### src/rtl/io_port_bridge_if.sv
`default_nettype none
// ============================================================================
// Module      : io_port_bridge_if
// Description : Bundle of the host and CPU side signals of io_port_bridge.
//               The bridge connects through the slave modport. The CPU/host
//               agent (board logic or testbench) connects through master.
// Revision    : 1.0 - initial release
// ----------------------------------------------------------------------------
// Parameters  : AW - output FIFO pointer width (out_count is AW+1 bits)
// Signals     : host_in_*  - host -> CPU word stream (valid/ready)
//               cpu_in_*   - CPU `in` port: data, avail flag, read strobe
//               cpu_out_*  - CPU `out` port: write data and strobe
//               host_out_* - output FIFO head stream (valid/ready)
//               out_count, overflow, underflow - status
//               cpu_stall  - only when IO_PORT_STALL_EN is defined
// Macros      : IO_PORT_STALL_EN - adds cpu_stall instead of drop/underflow
// ============================================================================
interface io_port_bridge_if #(
    parameter int AW = 2
);
    logic [15:0] host_in_data;
    logic        host_in_valid;
    logic        host_in_ready;
    logic [15:0] cpu_in_data;
    logic        cpu_in_avail;
    logic        cpu_in_re;
    logic [15:0] cpu_out_data;
    logic        cpu_out_we;
    logic [15:0] host_out_data;
    logic        host_out_valid;
    logic        host_out_ready;
    logic [AW:0] out_count;
    logic        overflow;
    logic        underflow;
`ifdef IO_PORT_STALL_EN
    logic        cpu_stall;
`endif

    modport slave (
        input  host_in_data, host_in_valid, cpu_in_re,
        input  cpu_out_data, cpu_out_we, host_out_ready,
        output host_in_ready, cpu_in_data, cpu_in_avail,
        output host_out_data, host_out_valid, out_count,
`ifdef IO_PORT_STALL_EN
        output cpu_stall,
`endif
        output overflow, underflow
    );

    modport master (
        output host_in_data, host_in_valid, cpu_in_re,
        output cpu_out_data, cpu_out_we, host_out_ready,
        input  host_in_ready, cpu_in_data, cpu_in_avail,
        input  host_out_data, host_out_valid, out_count,
`ifdef IO_PORT_STALL_EN
        input  cpu_stall,
`endif
        input  overflow, underflow
    );
endinterface
`default_nettype wire

### src/rtl/io_port_bridge.sv
`default_nettype none
// ============================================================================
// Module      : io_port_bridge
// Description : Host-side counterpart of the CPU 16-bit `in`/`out` ports.
//               A single-entry holding register feeds host words to the CPU
//               `in` port. Every CPU `out` write is captured in a circular
//               FIFO that the host drains over a valid/ready stream.
// Revision    : 1.0 - initial release
// ----------------------------------------------------------------------------
// Parameters  : DEPTH - output FIFO entries (power of two, 2..16)
//               AW    - log2(DEPTH)
// Ports       : clock - system clock, rising edge
//               reset - synchronous, active-high
//               bus   - io_port_bridge_if.slave (see interface header)
// Macros      : IO_PORT_STALL_EN - when defined, cpu_stall holds the CPU on
//               a read with no word or a write to a full FIFO; overflow and
//               underflow then stay 0. Undefined: words are dropped and the
//               sticky flags record it.
// ============================================================================
module io_port_bridge #(
    parameter int DEPTH = 4,
    parameter int AW    = 2
) (
    input  wire logic          clock,
    input  wire logic          reset,
    io_port_bridge_if.slave    bus
);

    localparam logic [AW:0] c_depth = (AW+1)'(DEPTH);
    localparam logic [AW:0] c_one   = (AW+1)'(1);

    // ------------------------------------------------------------------
    // Input holding register
    // ------------------------------------------------------------------
    logic [15:0] r_in_data;
    logic        r_in_avail;
    logic        w_in_ready;
    logic        w_in_xfer;
    logic        w_in_miss;

    // A consume in the same cycle frees the slot, giving 1 word/cycle.
    assign w_in_ready = !r_in_avail || bus.cpu_in_re;
    assign w_in_xfer  = bus.host_in_valid && w_in_ready;
    assign w_in_miss  = bus.cpu_in_re && !r_in_avail;

    always_ff @(posedge clock) begin
        if (reset) begin
            r_in_data  <= 16'h0000;
            r_in_avail <= 1'b0;
        end else if (w_in_xfer) begin
            r_in_data  <= bus.host_in_data;
            r_in_avail <= 1'b1;
        end else if (bus.cpu_in_re) begin
            // Data is deliberately retained after consumption.
            r_in_avail <= 1'b0;
        end
    end

    // ------------------------------------------------------------------
    // Output FIFO
    // ------------------------------------------------------------------
    logic [15:0] r_mem [DEPTH];
    logic [AW-1:0] r_wr_ptr;
    logic [AW-1:0] r_rd_ptr;
    logic [AW:0]   r_count;
    logic          w_full;
    logic          w_pop;
    logic          w_push;
    logic          w_out_block;

    assign w_full      = (r_count == c_depth);
    assign w_pop       = (r_count != '0) && bus.host_out_ready;
    // A pop in the same cycle makes room, so a full FIFO still accepts.
    assign w_push      = bus.cpu_out_we && (!w_full || w_pop);
    assign w_out_block = bus.cpu_out_we && w_full && !w_pop;

    // Pointers are AW bits wide and DEPTH is 2**AW, so they wrap naturally.
    always_ff @(posedge clock) begin
        if (reset) begin
            r_wr_ptr <= '0;
            r_rd_ptr <= '0;
            r_count  <= '0;
            for (int i = 0; i < DEPTH; i++) begin
                r_mem[i] <= 16'h0000;
            end
        end else begin
            if (w_push) begin
                r_mem[r_wr_ptr] <= bus.cpu_out_data;
                r_wr_ptr        <= r_wr_ptr + 1'b1;
            end
            if (w_pop) begin
                r_rd_ptr <= r_rd_ptr + 1'b1;
            end
            case ({w_push, w_pop})
                2'b10:   r_count <= r_count + c_one;
                2'b01:   r_count <= r_count - c_one;
                default: r_count <= r_count;
            endcase
        end
    end

    // ------------------------------------------------------------------
    // Error handling: sticky flags (default) or stall (optional)
    // ------------------------------------------------------------------
    logic w_set_underflow;
    logic w_set_overflow;
    logic r_underflow;
    logic r_overflow;

`ifdef IO_PORT_STALL_EN
    // The CPU holds its strobe while stalled, so nothing is ever lost and
    // the sticky flags can never be set.
    assign bus.cpu_stall   = w_in_miss || w_out_block;
    assign w_set_underflow = 1'b0;
    assign w_set_overflow  = 1'b0;
`else
    assign w_set_underflow = w_in_miss;
    assign w_set_overflow  = w_out_block;
`endif

    always_ff @(posedge clock) begin
        if (reset) begin
            r_underflow <= 1'b0;
            r_overflow  <= 1'b0;
        end else begin
            if (w_set_underflow) begin
                r_underflow <= 1'b1;
            end
            if (w_set_overflow) begin
                r_overflow <= 1'b1;
            end
        end
    end

    // ------------------------------------------------------------------
    // Outputs
    // ------------------------------------------------------------------
    assign bus.host_in_ready  = w_in_ready;
    assign bus.cpu_in_data    = r_in_data;
    assign bus.cpu_in_avail   = r_in_avail;
    assign bus.host_out_data  = r_mem[r_rd_ptr];
    assign bus.host_out_valid = (r_count != '0);
    assign bus.out_count      = r_count;
    assign bus.overflow       = r_overflow;
    assign bus.underflow      = r_underflow;

endmodule
`default_nettype wire

### src/flat_wrapper.sv
// flat-port wrapper written by rule: the top's interface ports become plain ports
module io_port_bridge_flat 
#(
    parameter int DEPTH = 4,
    parameter int AW    = 2
)
  (clock, reset, bus_host_in_data, bus_host_in_valid, bus_cpu_in_re, bus_cpu_out_data, bus_cpu_out_we, bus_host_out_ready, bus_host_in_ready, bus_cpu_in_data, bus_cpu_in_avail, bus_host_out_data, bus_host_out_valid, bus_out_count, bus_overflow, bus_underflow);
  io_port_bridge_if #(.AW(AW)) bus_i ();
  input  wire logic clock;
  input  wire logic reset;
  input wire logic [$bits(bus_i.host_in_data)-1:0] bus_host_in_data;
  input wire logic [$bits(bus_i.host_in_valid)-1:0] bus_host_in_valid;
  input wire logic [$bits(bus_i.cpu_in_re)-1:0] bus_cpu_in_re;
  input wire logic [$bits(bus_i.cpu_out_data)-1:0] bus_cpu_out_data;
  input wire logic [$bits(bus_i.cpu_out_we)-1:0] bus_cpu_out_we;
  input wire logic [$bits(bus_i.host_out_ready)-1:0] bus_host_out_ready;
  output wire logic [$bits(bus_i.host_in_ready)-1:0] bus_host_in_ready;
  output wire logic [$bits(bus_i.cpu_in_data)-1:0] bus_cpu_in_data;
  output wire logic [$bits(bus_i.cpu_in_avail)-1:0] bus_cpu_in_avail;
  output wire logic [$bits(bus_i.host_out_data)-1:0] bus_host_out_data;
  output wire logic [$bits(bus_i.host_out_valid)-1:0] bus_host_out_valid;
  output wire logic [$bits(bus_i.out_count)-1:0] bus_out_count;
  output wire logic [$bits(bus_i.overflow)-1:0] bus_overflow;
  output wire logic [$bits(bus_i.underflow)-1:0] bus_underflow;
  assign bus_i.host_in_data = bus_host_in_data;
  assign bus_i.host_in_valid = bus_host_in_valid;
  assign bus_i.cpu_in_re = bus_cpu_in_re;
  assign bus_i.cpu_out_data = bus_cpu_out_data;
  assign bus_i.cpu_out_we = bus_cpu_out_we;
  assign bus_i.host_out_ready = bus_host_out_ready;
  assign bus_host_in_ready = bus_i.host_in_ready;
  assign bus_cpu_in_data = bus_i.cpu_in_data;
  assign bus_cpu_in_avail = bus_i.cpu_in_avail;
  assign bus_host_out_data = bus_i.host_out_data;
  assign bus_host_out_valid = bus_i.host_out_valid;
  assign bus_out_count = bus_i.out_count;
  assign bus_overflow = bus_i.overflow;
  assign bus_underflow = bus_i.underflow;
  io_port_bridge #(.DEPTH(DEPTH), .AW(AW)) u_core (.clock(clock), .reset(reset), .bus(bus_i));
endmodule
### config.mk
export PLATFORM = sky130hd
export DESIGN_NAME = io_port_bridge_flat
export DESIGN_NICKNAME = d
export VERILOG_FILES = /design/src/rtl/io_port_bridge_if.sv /design/src/rtl/io_port_bridge.sv /design/src/flat_wrapper.sv
export SDC_FILE = /design/constraint.sdc
export NUM_CORES = 1
export LEC_CHECK = 0
export CELL_PAD_IN_SITES_DETAIL_PLACEMENT = 0
export CELL_PAD_IN_SITES_GLOBAL_PLACEMENT = 1
export CORE_MARGIN = 2
export CORE_UTILIZATION = 45
export DETAILED_ROUTE_END_ITERATION = 10
export DONT_BUFFER_PORTS = 1
export PLACE_DENSITY = 0.7
export REMOVE_ABC_BUFFERS = 1
export SLEW_MARGIN = 20
export SYNTH_ARGS = -nofsm -noshare
export SYNTH_HDL_FRONTEND = slang
export SYNTH_SLANG_ARGS = --single-unit
### constraint.sdc
create_clock -name clock -period 7.5 [get_ports clock]
set_clock_uncertainty 0.15 [all_clocks]
set_input_delay 1.875 -clock clock [delete_from_list [all_inputs] [get_ports clock]]
set_output_delay 1.875 -clock clock [all_outputs]
set_load 0.02 [all_outputs]
==> impl_metrics.csv <==
group,metric,value,unit
outcome,status,"complete, no violations",
logic_synthesis,synth_edf_count,64,
layout,syn2layout_area_growth,8.85,%
power,p_leak,1.50,nW
placed_design,pre_cts_slack,2020,ps
layout,regArea,0.00248,mm^2
logic_synthesis,seq_area_frac_synth,0.639,
clocking,clk_latency,350,ps
sta,setup_viol_count_final,0,
route,drc_errors,0,
logic_synthesis,syn_area_per_cell,13.5,um^2
logic_synthesis,synth_area_leaders,"edfxtp_1, dfxtp_1, and2_1",
placed_design,dp_hpwl,4420,um
clocking,root_buffer,"clkbuf_8",
setup_path,crit_buf_inv,1,
setup_path,critical_path.top_delay_family,"buffers and inverters",
floorplan,dieArea,0.00940,mm^2
setup_path,end_kind,"output pin",
sta,period_needed,5490,ps
clocking,cts_buffers,9,
global_routing,grt_pass1_wl,11600,um
logic_synthesis,async_reset_ff_frac,0,
layout,final_nets,327,
clocking,post_cts_resized,0,
sta,max_freq,182,MHz
floorplan,rows,33,
logic_synthesis,syn_inst,287,
clocking,cts_sinks,92,
route,avgRoutedWirePerCell,18.5,um
global_routing,antenna_found_initial,0,
logic_synthesis,ys_ff_latch,92,
floorplan,core,0.00830,mm^2
route,drtPass1Iterations,4,
floorplan,start_util,0.468,
sta,timing.final.hold_violations,0,
logic_synthesis,yosysTopAreaCellShare,0.494,
logic_synthesis,synthFlopType,"edfxtp_1",
route,drtIter0Drc,54,
job,maxCapViolCount,0,
sta,worst_slew_pin_slew,1010,ps
route,wl,7360,um
logic_synthesis,synth_fa_ha_area_frac,0.00837,
setup_path,cp-start-kind,"primary input",
setup_path,cp_max_fo,18,
setup_path,cp_slowest_stage_delay,830,ps
sta,final_max_slew_viol_count,0,
layout,drive_gt1_frac,0.144,
logic_synthesis,synth_compound_area_frac,0.0605,
power,powerDensity,290,mW/mm^2
global_routing,grt_pass1_vias,2243,
route,antenna_left,0,
floorplan,ioPinCount,78,
logic_synthesis,synth.area.mux_share,0.0956,
clocking,hold_buffers,0,
logic_synthesis,yosys_warnings,0,
logic_synthesis,synth_xor_area_frac,0.00901,
clocking,postCtsSetupRepairBufs,0,
sta,tns,0,ps
setup_path,crit_required,5480,ps
clocking,cts_max_level,3,
setup_path,worst_ep_arrival_time,3470,ps
power,ir_drop,0.183,mV
global_routing,grt_start_max_net_pins,34,
logic_synthesis,synth_top_family_by_area,"simple AND/OR/NAND/NOR gates",
sta,rsz0062_at_grt,"no",
global_routing,grt_overflow,0,
worst_hold_path,min_path_type,"flop to flop",
clocking,cts_tree,"built",
sta,max-slew-margin-rel,0.325,
logic_synthesis,ys_types,32,
clocking,clkSlewWorstSetupHoldPaths,90,ps
placed_design,io_buffers,0,
logic_synthesis,syn-cell-area,0.00389,mm^2
setup_path,crit_path_cell_trace,"nor2b_1 -> clkinv_1",
floorplan,die_h,96.9,um
clocking,clockBufferDepth,2,
layout,multi_input_area,0.00134,mm^2
route,vias,2119,
sta,timing.final.crit_share,0.732,
layout,final_cell_mix,"and2_1, edfxtp_1, dfxtp_1, a21oi_1, o21ai_0",
logic_synthesis,yosysTopAreaCell,"edfxtp_1",
floorplan,die_x,96.9,um
route,vias_per_cell,5.34,
layout,n_antenna_cell,0,
global_routing,grt_usage,0.161,
setup_path,cp_slowest_cell,"clkinv_1",
sta,worst_slack,2010,ps
logic_synthesis,synth-simple-area-share,0.164,
setup_path,worst-setup-path-type,"primary input to output pin",
placed_design,place_congestion,0.700,
layout,fillers,723,
==> metal layers <==
metal / wire [um] / GRT usage / part of all wire
met1: 3170 / 0.202 / 0.43
met4: 123 / 0.0726 / 0.017
met5: 0 / 0 / 0
met2: 3580 / 0.258 / 0.49
met3: 489 / 0.0499 / 0.066
==> cell families after synthesis <==
kind of cell               Yosys count
AOI/OAI and AO/OA                   44
xor gates and xnor gates             4
adders and majority gates            2
buffers and inverters               24
DFF                                 92
muxes                               17
and+or+nand+nor                    104
==> state kept, by name (all words and copies together), names as in the netlist, named ones only <==
signal / count
u_core.bus.cpu_in_avail: 1
u_core.bus.cpu_in_data: 16
u_core.bus.out_count: 3
u_core.bus.overflow: 1
u_core.bus.underflow: 1
u_core.r_mem: 64
u_core.r_rd_ptr: 2
u_core.r_wr_ptr: 2
==> worst paths after layout <==
path	start	end	slack (ps)	depth (start not counted)
worst max-delay path	bus_cpu_in_re	bus_host_in_ready	2010	2
worst min-delay path	u_core.r_rd_ptr[1]	u_core.r_rd_ptr[1]	390	2
worst max register to register	u_core.bus.out_count[2]	u_core.bus.out_count[2]	4580	8
worst min register to register	u_core.r_rd_ptr[1]	u_core.r_rd_ptr[1]	390	2
==> cells in the mapped netlist, drive strengths merged, types with 3 or more instances <==
| library cell | number |
|---|---|
| nand3 | 16 |
| clkbuf | 13 |
| dfxtp | 28 |
| buf | 3 |
| edfxtp | 64 |
| xor2 | 3 |
| a21oi | 21 |
| mux4 | 16 |
| and2 | 64 |
| o21ai | 18 |
| nor2 | 10 |
| inv | 7 |
==> area by class of cell <==
| type | instances | share of cell area |
|---|---|---|
| clock buffer | 9 | 0.0293 |
| clock inverter | 7 | 0.0216 |
| inverter | 8 | 0.00710 |
| multi-input combinational | 171 | 0.315 |
| sequential | 92 | 0.587 |
| tap | 105 | 0.0310 |
| timing repair buffer | 5 | 0.00887 |
==> where the power goes <==
part / switching [W] / total (W) / internal, W
combinational: 0.000133 / 0.000227 / 0.0000943
clock: 0.000173 / 0.000359 / 0.000187
sequential: 0.0000472 / 0.000641 / 0.000594
total: 0.000353 / 0.00123 / 0.000875
==> through the flow <==
step,cells,utilization,power (W),cell area [um^2],hold slack [ps]
6_report,397,0.510,0.00123,4230,390
5_1_grt,397,0.510,0.00128,4230,437
4_1_cts,397,0.510,0.00124,4230,404
3_5_place_dp,381,0.484,0.000886,4020,376
3_3_place_gp,381,0.484,0.000882,4020,357
2_1_floorplan,271,-,0.000833,3820,335
Power figures use the tool's default switching activity.
